[config.mk]
export PLATFORM = sky130hd
export DESIGN_NAME = sram_access_ctrl_flat
export DESIGN_NICKNAME = d
export VERILOG_FILES = /design/src/rtl/sram_access_ctrl_if.sv /design/src/rtl/sram_access_ctrl.sv /design/src/flat_wrapper.sv
export SDC_FILE = /design/constraint.sdc
export NUM_CORES = 1
export LEC_CHECK = 0
export CAP_MARGIN = 20
export CORE_ASPECT_RATIO = 2
export CORE_MARGIN = 1
export CORE_UTILIZATION = 50
export DETAILED_ROUTE_END_ITERATION = 8
export PLACE_DENSITY = 0.81
export SLEW_MARGIN = 20
export SYNTH_ARGS = -nofsm -noshare
export SYNTH_HDL_FRONTEND = slang
export SYNTH_SLANG_ARGS = --single-unit
[constraint.sdc]
create_clock -name clk -period 2.8 [get_ports clk]
set_input_delay 0.56 -clock clk [delete_from_list [all_inputs] [get_ports clk]]
set_output_delay 0.56 -clock clk [all_outputs]
set_load 0.03 [all_outputs]
[src/rtl/sram_access_ctrl_if.sv]
// Request/response handshake bundle between a requester and sram_access_ctrl.
interface sram_access_ctrl_if;
  localparam int unsigned ADDR_W = 10;
  localparam int unsigned CONF_W = 3;
  localparam int unsigned DATA_W = 32;

  logic              req_valid;
  logic              req_ready;
  logic              req_we;
  logic [ADDR_W-1:0] req_addr;
  logic [CONF_W-1:0] req_conf;
  logic [DATA_W-1:0] req_wdata;
  logic              rsp_valid;
  logic              rsp_ready;
  logic [DATA_W-1:0] rsp_rdata;
  logic              rsp_err;

  modport master (
    output req_valid, req_we, req_addr, req_conf, req_wdata, rsp_ready,
    input  req_ready, rsp_valid, rsp_rdata, rsp_err
  );

  modport slave (
    input  req_valid, req_we, req_addr, req_conf, req_wdata, rsp_ready,
    output req_ready, rsp_valid, rsp_rdata, rsp_err
  );
endinterface

[src/rtl/sram_access_ctrl.sv]
// Sequences one bit-addressed SRAM access: precharge, wordline, optional sense, response.
module sram_access_ctrl #(
  parameter int unsigned PRE_CYCLES   = 1,
  parameter int unsigned SENSE_CYCLES = 1
) (
  input  logic                clk,
  input  logic                rst,
  sram_access_ctrl_if.slave   bus,
  output logic [4:0]          bl_addr,
  output logic [2:0]          bl_conf,
  input  logic [31:0]         bl_mask,
  output logic                sram_pre,
  output logic [31:0]         sram_wl,
  output logic                sram_we,
  output logic [31:0]         sram_wmask,
  output logic [31:0]         sram_din,
  output logic                sram_sae,
  input  logic [31:0]         sram_dout
);

  localparam int unsigned CNT_W  = 4;
  localparam int unsigned DATA_W = 32;

  typedef enum logic [2:0] {IDLE, PRE, ACC, SENSE, RESP} state_t;

  state_t            state_q;
  logic [CNT_W-1:0]  cnt_q;
  logic              we_q;
  logic [4:0]        row_q;
  logic [4:0]        off_q;
  logic [2:0]        conf_q;
  logic [DATA_W-1:0] wdata_q;
  logic              req_ready_q;
  logic              rsp_valid_q;
  logic              rsp_err_q;
  logic [DATA_W-1:0] rsp_rdata_q;
  logic              sram_pre_q;
  logic [DATA_W-1:0] sram_wl_q;
  logic              sram_we_q;
  logic [DATA_W-1:0] wmask_q;
  logic [DATA_W-1:0] sram_din_q;
  logic              sram_sae_q;

  // Right-justified data mask for an access of 2^conf bits.
  function automatic logic [DATA_W-1:0] width_mask(input logic [2:0] conf);
    logic [DATA_W-1:0] m;
    case (conf)
      3'd0:    m = 32'h0000_0001;
      3'd1:    m = 32'h0000_0003;
      3'd2:    m = 32'h0000_000F;
      3'd3:    m = 32'h0000_00FF;
      3'd4:    m = 32'h0000_FFFF;
      default: m = 32'hFFFF_FFFF;
    endcase
    return m;
  endfunction

  // Clears the offset bits below the access width (natural alignment).
  function automatic logic [4:0] align_mask(input logic [2:0] conf);
    logic [4:0] m;
    case (conf)
      3'd0:    m = 5'h1F;
      3'd1:    m = 5'h1E;
      3'd2:    m = 5'h1C;
      3'd3:    m = 5'h18;
      3'd4:    m = 5'h10;
      default: m = 5'h00;
    endcase
    return m;
  endfunction

  // Access sequencer; every output is a register updated on state transitions.
  always_ff @(posedge clk) begin
    if (rst) begin
      state_q     <= IDLE;
      cnt_q       <= '0;
      we_q        <= 1'b0;
      row_q       <= '0;
      off_q       <= '0;
      conf_q      <= '0;
      wdata_q     <= '0;
      req_ready_q <= 1'b1;
      rsp_valid_q <= 1'b0;
      rsp_err_q   <= 1'b0;
      rsp_rdata_q <= '0;
      sram_pre_q  <= 1'b0;
      sram_wl_q   <= '0;
      sram_we_q   <= 1'b0;
      wmask_q     <= '0;
      sram_din_q  <= '0;
      sram_sae_q  <= 1'b0;
    end else begin
      case (state_q)
        IDLE: begin
          if (bus.req_valid) begin
            req_ready_q <= 1'b0;
            we_q        <= bus.req_we;
            row_q       <= bus.req_addr[9:5];
            off_q       <= bus.req_addr[4:0] & align_mask(bus.req_conf);
            conf_q      <= bus.req_conf;
            wdata_q     <= bus.req_wdata;
            if (bus.req_conf <= 3'd5) begin
              state_q    <= PRE;
              sram_pre_q <= 1'b1;
              cnt_q      <= CNT_W'(PRE_CYCLES - 1);
            end else begin
              state_q     <= RESP;
              rsp_valid_q <= 1'b1;
              rsp_err_q   <= 1'b1;
              rsp_rdata_q <= '0;
            end
          end
        end
        PRE: begin
          if (cnt_q == '0) begin
            state_q    <= ACC;
            sram_pre_q <= 1'b0;
            wmask_q    <= bl_mask;
            sram_wl_q  <= DATA_W'(1) << row_q;
            sram_we_q  <= we_q;
            sram_din_q <= (wdata_q & width_mask(conf_q)) << off_q;
          end else begin
            cnt_q <= cnt_q - CNT_W'(1);
          end
        end
        ACC: begin
          sram_we_q  <= 1'b0;
          wmask_q    <= '0;
          sram_din_q <= '0;
          if (we_q) begin
            state_q     <= RESP;
            sram_wl_q   <= '0;
            rsp_valid_q <= 1'b1;
            rsp_err_q   <= 1'b0;
            rsp_rdata_q <= '0;
          end else begin
            state_q    <= SENSE;
            sram_sae_q <= 1'b1;
            cnt_q      <= CNT_W'(SENSE_CYCLES - 1);
          end
        end
        SENSE: begin
          if (cnt_q == '0) begin
            state_q     <= RESP;
            sram_sae_q  <= 1'b0;
            sram_wl_q   <= '0;
            rsp_valid_q <= 1'b1;
            rsp_err_q   <= 1'b0;
            rsp_rdata_q <= (sram_dout >> off_q) & width_mask(conf_q);
          end else begin
            cnt_q <= cnt_q - CNT_W'(1);
          end
        end
        RESP: begin
          if (bus.rsp_ready) begin
            state_q     <= IDLE;
            rsp_valid_q <= 1'b0;
            req_ready_q <= 1'b1;
          end
        end
        default: state_q <= IDLE;
      endcase
    end
  end

  assign bus.req_ready = req_ready_q;
  assign bus.rsp_valid = rsp_valid_q;
  assign bus.rsp_err   = rsp_err_q;
  assign bus.rsp_rdata = rsp_rdata_q;
  assign bl_addr       = off_q;
  assign bl_conf       = conf_q;
  assign sram_pre      = sram_pre_q;
  assign sram_wl       = sram_wl_q;
  assign sram_we       = sram_we_q;
  assign sram_wmask    = wmask_q;
  assign sram_din      = sram_din_q;
  assign sram_sae      = sram_sae_q;

endmodule

[src/flat_wrapper.sv]
// flat-port wrapper written by rule: the top's interface ports become plain ports
module sram_access_ctrl_flat 
#(
  parameter int unsigned PRE_CYCLES   = 1,
  parameter int unsigned SENSE_CYCLES = 1
)
  (clk, rst, bl_addr, bl_conf, bl_mask, sram_pre, sram_wl, sram_we, sram_wmask, sram_din, sram_sae, sram_dout, bus_req_valid, bus_req_we, bus_req_addr, bus_req_conf, bus_req_wdata, bus_rsp_ready, bus_req_ready, bus_rsp_valid, bus_rsp_rdata, bus_rsp_err);
  sram_access_ctrl_if bus_i ();
  input  logic clk;
  input  logic rst;
  output logic [4:0] bl_addr;
  output logic [2:0] bl_conf;
  input  logic [31:0] bl_mask;
  output logic sram_pre;
  output logic [31:0] sram_wl;
  output logic sram_we;
  output logic [31:0] sram_wmask;
  output logic [31:0] sram_din;
  output logic sram_sae;
  input  logic [31:0] sram_dout;
  input wire logic [$bits(bus_i.req_valid)-1:0] bus_req_valid;
  input wire logic [$bits(bus_i.req_we)-1:0] bus_req_we;
  input wire logic [$bits(bus_i.req_addr)-1:0] bus_req_addr;
  input wire logic [$bits(bus_i.req_conf)-1:0] bus_req_conf;
  input wire logic [$bits(bus_i.req_wdata)-1:0] bus_req_wdata;
  input wire logic [$bits(bus_i.rsp_ready)-1:0] bus_rsp_ready;
  output wire logic [$bits(bus_i.req_ready)-1:0] bus_req_ready;
  output wire logic [$bits(bus_i.rsp_valid)-1:0] bus_rsp_valid;
  output wire logic [$bits(bus_i.rsp_rdata)-1:0] bus_rsp_rdata;
  output wire logic [$bits(bus_i.rsp_err)-1:0] bus_rsp_err;
  assign bus_i.req_valid = bus_req_valid;
  assign bus_i.req_we = bus_req_we;
  assign bus_i.req_addr = bus_req_addr;
  assign bus_i.req_conf = bus_req_conf;
  assign bus_i.req_wdata = bus_req_wdata;
  assign bus_i.rsp_ready = bus_rsp_ready;
  assign bus_req_ready = bus_i.req_ready;
  assign bus_rsp_valid = bus_i.rsp_valid;
  assign bus_rsp_rdata = bus_i.rsp_rdata;
  assign bus_rsp_err = bus_i.rsp_err;
  sram_access_ctrl #(.PRE_CYCLES(PRE_CYCLES), .SENSE_CYCLES(SENSE_CYCLES)) u_core (.clk(clk), .rst(rst), .bus(bus_i), .bl_addr(bl_addr), .bl_conf(bl_conf), .bl_mask(bl_mask), .sram_pre(sram_pre), .sram_wl(sram_wl), .sram_we(sram_we), .sram_wmask(sram_wmask), .sram_din(sram_din), .sram_sae(sram_sae), .sram_dout(sram_dout));
endmodule
==> flow_metrics.tcl <==
set metrics [dict create \
    first_pass_grt_wire_length_um 59400 \
    cp.arrival_ns 2.08 \
    timing_hold_violations_final 0 \
    clock_sink_count 187 \
    postSynthRegisterBits 187 \
    cts_hold_bufs 0 \
    nets 1595 \
    final.setup_skew_ns 0.0152 \
    post_route_clock_period_utilization_pct 94.1 \
    r2r-start "u_core.cnt_q[0]$_SDFFE_PP0P_" \
    power_leakage_uw 0.00483 \
    worstSetupStartpointType "flop" \
    grt_use_total_pct 37.1 \
    drt_iter0_drc 593 \
    postLayoutCoreUtil_pct 67.9 \
    worstSetupEndpointType "primary output" \
    area_growth_pct 33.3 \
    tritoncts "done" \
    total_power_of_the_final_layout_uw 10300 \
    power_density_nw_per_um2 745 \
    detailed_place_hpwl_um 31100 \
    ff_latch_area_um2 3750 \
    numPortBuffers 255 \
    postSynthCellCount 1251 \
    clock_latency_ns 0.46 \
    worstMarginPinSlew_ns 0.752 \
    wl_per_cell_um 22.6 \
    max_cap_violations 0 \
    drive_above_1_share_pct 12.3 \
    final.fill_count 1733 \
    globalplace.congestion 0.996 \
    place.detailed.instances 1726 \
    max-slew-margin-rel_pct 49.8 \
    path_type_of_the_worst_setup_path "flop to primary output" \
    fp.dieW_um 104 \
    post_synth_instance_area_um2 10400 \
    reg2reg_depth 8 \
    antenna_found_initial 1 \
    final_cells 1758 \
    status "completed" \
    ys_dominant_reg_cell "sky130_fd_sc_hd__dfxtp_1" \
    setup_viol_count_final 0 \
    drt-vias-per-instance 6.10 \
    via_count 10727 \
    pin_count_of_the_biggest_net_entering_global_routing 67 \
    final_max_slew_viol_count 0 \
    cts_buffers 17 \
    fmax_mhz 379 \
    path_type_of_the_worst_min_delay_path "flop to flop" \
    globalRouteOverflowTotal 0 \
    crit_path_end "bl_addr[0]" \
    drtAntennaViolNets 0 \
    synth_warnings 0 \
    std_cell_rows 74 \
    critical_path.startpoint "u_core.bl_addr[0]$_SDFFE_PP0P_" \
    post_cts_clock_slew_at_the_launch_and_capture_registers_of_the_worst_setup_and_hold_paths_ns 0.07 \
    finalCriticalPeriod_ns 2.64 \
    async_reset_ff_share_pct 0 \
    io_pins 256 \
    r2r-end "u_core.bus.rsp_rdata[6]$_SDFFE_PP0P_" \
    mappedNetlistNets 1366 \
    synth_seq_area_share_pct 35.9 \
    initial_utilization_pct 50.9 \
    multi_input_area_um2 6110 \
    syn_area_per_cell_um2 8.33 \
    grt_pass1_vias 10418 \
    synth.lib_cells_used.distinct 83 \
    crit_required_ns 2.24 \
    maximum_vdd_ir_drop_v 0.000645 \
    drcViolationCount 0 \
    drt_pass1_iterations 7 \
    total_detailed_routing_wirelength_um 39700 \
    setup_tns_ns 0 \
    whs_ns 0.452 \
    grt_setup_unrepaired "no" \
    cts_root_buf "sky130_fd_sc_hd__clkbuf_16" \
    cts_buffer_depth 2 \
    die_y_um 206 \
    cts.htree.levels 4 \
    die-area_um2 21500 \
    synth_enable_flop_cells 0 \
    r2r_setup_slack_ns 0.23 \
    floorplan.core_area_um2 20500 \
    path_max_fanout 18 \
]
## metal layers
| layer | up-vias | share of wire, % | GRT usage, % |
|---|---|---|---|
| met4 | 0 | 8.0 | 28.7 |
| met5 | - | 0 | 0 |
| li1 | 4995 | - | - |
| met1 | 5145 | 32 | 33.8 |
| met2 | 440 | 56 | 72.3 |
| met3 | 147 | 3.9 | 6.02 |
## Yosys cell counts (all sizes together) (3+ instances only)
cell / instances / area (µm²)
dfxtp: 187 / 3740
a211oi: 7 / 52.6
clkbuf: 52 / 195
nor2: 102 / 395
nand3: 72 / 360
nor3b: 7 / 57.6
o32a: 3 / 30.0
o2bb2ai: 3 / 26.3
nand3b: 5 / 37.5
a22oi: 36 / 270
o211ai: 4 / 30.0
a221oi: 3 / 26.3
and2: 10 / 62.6
a21oi: 150 / 758
a21o: 5 / 37.5
mux4: 37 / 833
a222oi: 3 / 30.0
nand2: 218 / 818
nor4: 5 / 37.5
nand4: 5 / 31.3
a31oi: 6 / 37.5
and3: 9 / 56.3
o32ai: 6 / 60.1
buf: 57 / 343
o31ai: 5 / 37.5
a221o: 5 / 50.1
o21a: 5 / 37.5
o22ai: 9 / 56.3
a22o: 9 / 78.8
mux2i: 55 / 551
nor2b: 14 / 87.6
o21ai: 39 / 195
mux2: 33 / 375
inv: 9 / 33.8
nand2b: 10 / 62.6
nor3: 22 / 136
a311oi: 3 / 26.3
or3: 5 / 31.3
## power by group
part           switching, µW  internal (µW)
Combinational           2850           1660
Sequential               442           3030
Clock                   1110           1250
## worst max-delay path: stages, from the launching register on
cell                              delay [ns]
sky130_fd_sc_hd__dfxtp_4                0.50
sky130_fd_sc_hd__buf_12                 0.21
sky130_fd_sc_hd__buf_4                  0.17
sky130_fd_sc_hd__clkdlybuf4s50_1        0.73
## kinds of logic after synthesis
logic type	after synthesis	share of synthesized area, %
compound gates	322	19.5
fa+ha+maj	1	0.120
mux	125	16.9
flops	187	35.9
simple gates	495	21.9
xor+xnor	1	0.0841
buf+inv	120	5.56
## final cells by class
cell class              instances  area share, %
multi-input cells             944           44.0
flip-flops and latches        187           27.0
repair buffers                319           22.2
clock buffers                  21           3.47
well taps                     266           2.40
clock inverters                 9          0.604
inverters                      11          0.297
diodes                          1         0.0180
## registers in the layout, indices dropped and copies added (netlist names), 3 cells and up
signal and count:
u_core.sram_wmask 32, u_core.row_q 5, u_core.bl_addr 5, u_core.cnt_q 4, u_core.bl_conf 3, u_core.wdata_q 32
u_core.state_q 3, u_core.sram_din 32, u_core.sram_wl 32, u_core.bus.rsp_rdata 32
## through the flow
| stage | setup slack [ns] | cell area (µm²) |
|---|---|---|
| global placement | 0.0657 | 13300 |
| CTS | 0.0307 | 13900 |
| floorplan | 0.586 | 10400 |
| global route | 0.111 | 13900 |
| finish | 0.164 | 13900 |
| detailed placement | 0.0382 | 13300 |
## worst min-delay path by stage
stage | start | slack, ns | endpoint | depth (start not counted)
2_1_floorplan | u_core.wdata_q[31]$_SDFFE_PP0P_ | 0.43 | u_core.wdata_q[31]$_SDFFE_PP0P_ | 2
3_3_place_gp | u_core.sram_din[10]$_SDFFE_PP0P_ | 0.43 | u_core.sram_din[10]$_SDFFE_PP0P_ | 2
3_5_place_dp | u_core.sram_din[10]$_SDFFE_PP0P_ | 0.43 | u_core.sram_din[10]$_SDFFE_PP0P_ | 2
4_1_cts | rst | 0.45 | u_core.bus.rsp_rdata[13]$_SDFFE_PP0P_ | 4
5_1_grt | u_core.sram_wl[10]$_SDFFE_PP0P_ | 0.47 | u_core.sram_wl[10]$_SDFFE_PP0P_ | 2
6_report | u_core.sram_wl[18]$_SDFFE_PP0P_ | 0.45 | u_core.sram_wl[18]$_SDFFE_PP0P_ | 2
## cells in the final DEF, fill, tap and decap left out, types with 4 or more instances in the layout
master / count
sky130_fd_sc_hd__o31ai_1: 5
sky130_fd_sc_hd__a211oi_1: 7
sky130_fd_sc_hd__a221o_1: 5
sky130_fd_sc_hd__nand4_1: 5
sky130_fd_sc_hd__mux4_2: 37
sky130_fd_sc_hd__o22ai_1: 9
sky130_fd_sc_hd__a22oi_1: 36
sky130_fd_sc_hd__or3_1: 5
sky130_fd_sc_hd__and2_1: 9
sky130_fd_sc_hd__clkinv_4: 4
sky130_fd_sc_hd__nand3b_1: 5
sky130_fd_sc_hd__nor3_1: 17
sky130_fd_sc_hd__nand3_1: 72
sky130_fd_sc_hd__o211ai_1: 4
sky130_fd_sc_hd__a31oi_1: 6
sky130_fd_sc_hd__o21a_1: 5
sky130_fd_sc_hd__mux2i_1: 55
sky130_fd_sc_hd__mux2_1: 4
sky130_fd_sc_hd__a22o_1: 9
sky130_fd_sc_hd__mux2_2: 28
sky130_fd_sc_hd__o21ai_1: 21
sky130_fd_sc_hd__buf_12: 4
sky130_fd_sc_hd__nor2_1: 99
sky130_fd_sc_hd__buf_4: 60
sky130_fd_sc_hd__nor3b_1: 6
sky130_fd_sc_hd__nor2b_1: 14
sky130_fd_sc_hd__and3_1: 9
sky130_fd_sc_hd__o32ai_1: 5
sky130_fd_sc_hd__a21o_1: 5
sky130_fd_sc_hd__clkbuf_16: 18
sky130_fd_sc_hd__clkdlybuf4s50_1: 254
sky130_fd_sc_hd__a21oi_1: 148
sky130_fd_sc_hd__inv_1: 8
sky130_fd_sc_hd__nor4_1: 4
sky130_fd_sc_hd__o21ai_0: 18
sky130_fd_sc_hd__nand2b_1: 10
sky130_fd_sc_hd__nand2_1: 218
sky130_fd_sc_hd__dfxtp_1: 184
## repair_timing
item | 4_1_cts | 5_1_grt
buffers inserted | 0 | 1
endpoints found under the setup margin | 0 | 2
resized for setup | 0 | 1
endpoints found under the hold margin | 0 | 0
No activity file was read; power rests on OpenSTA's default activity.
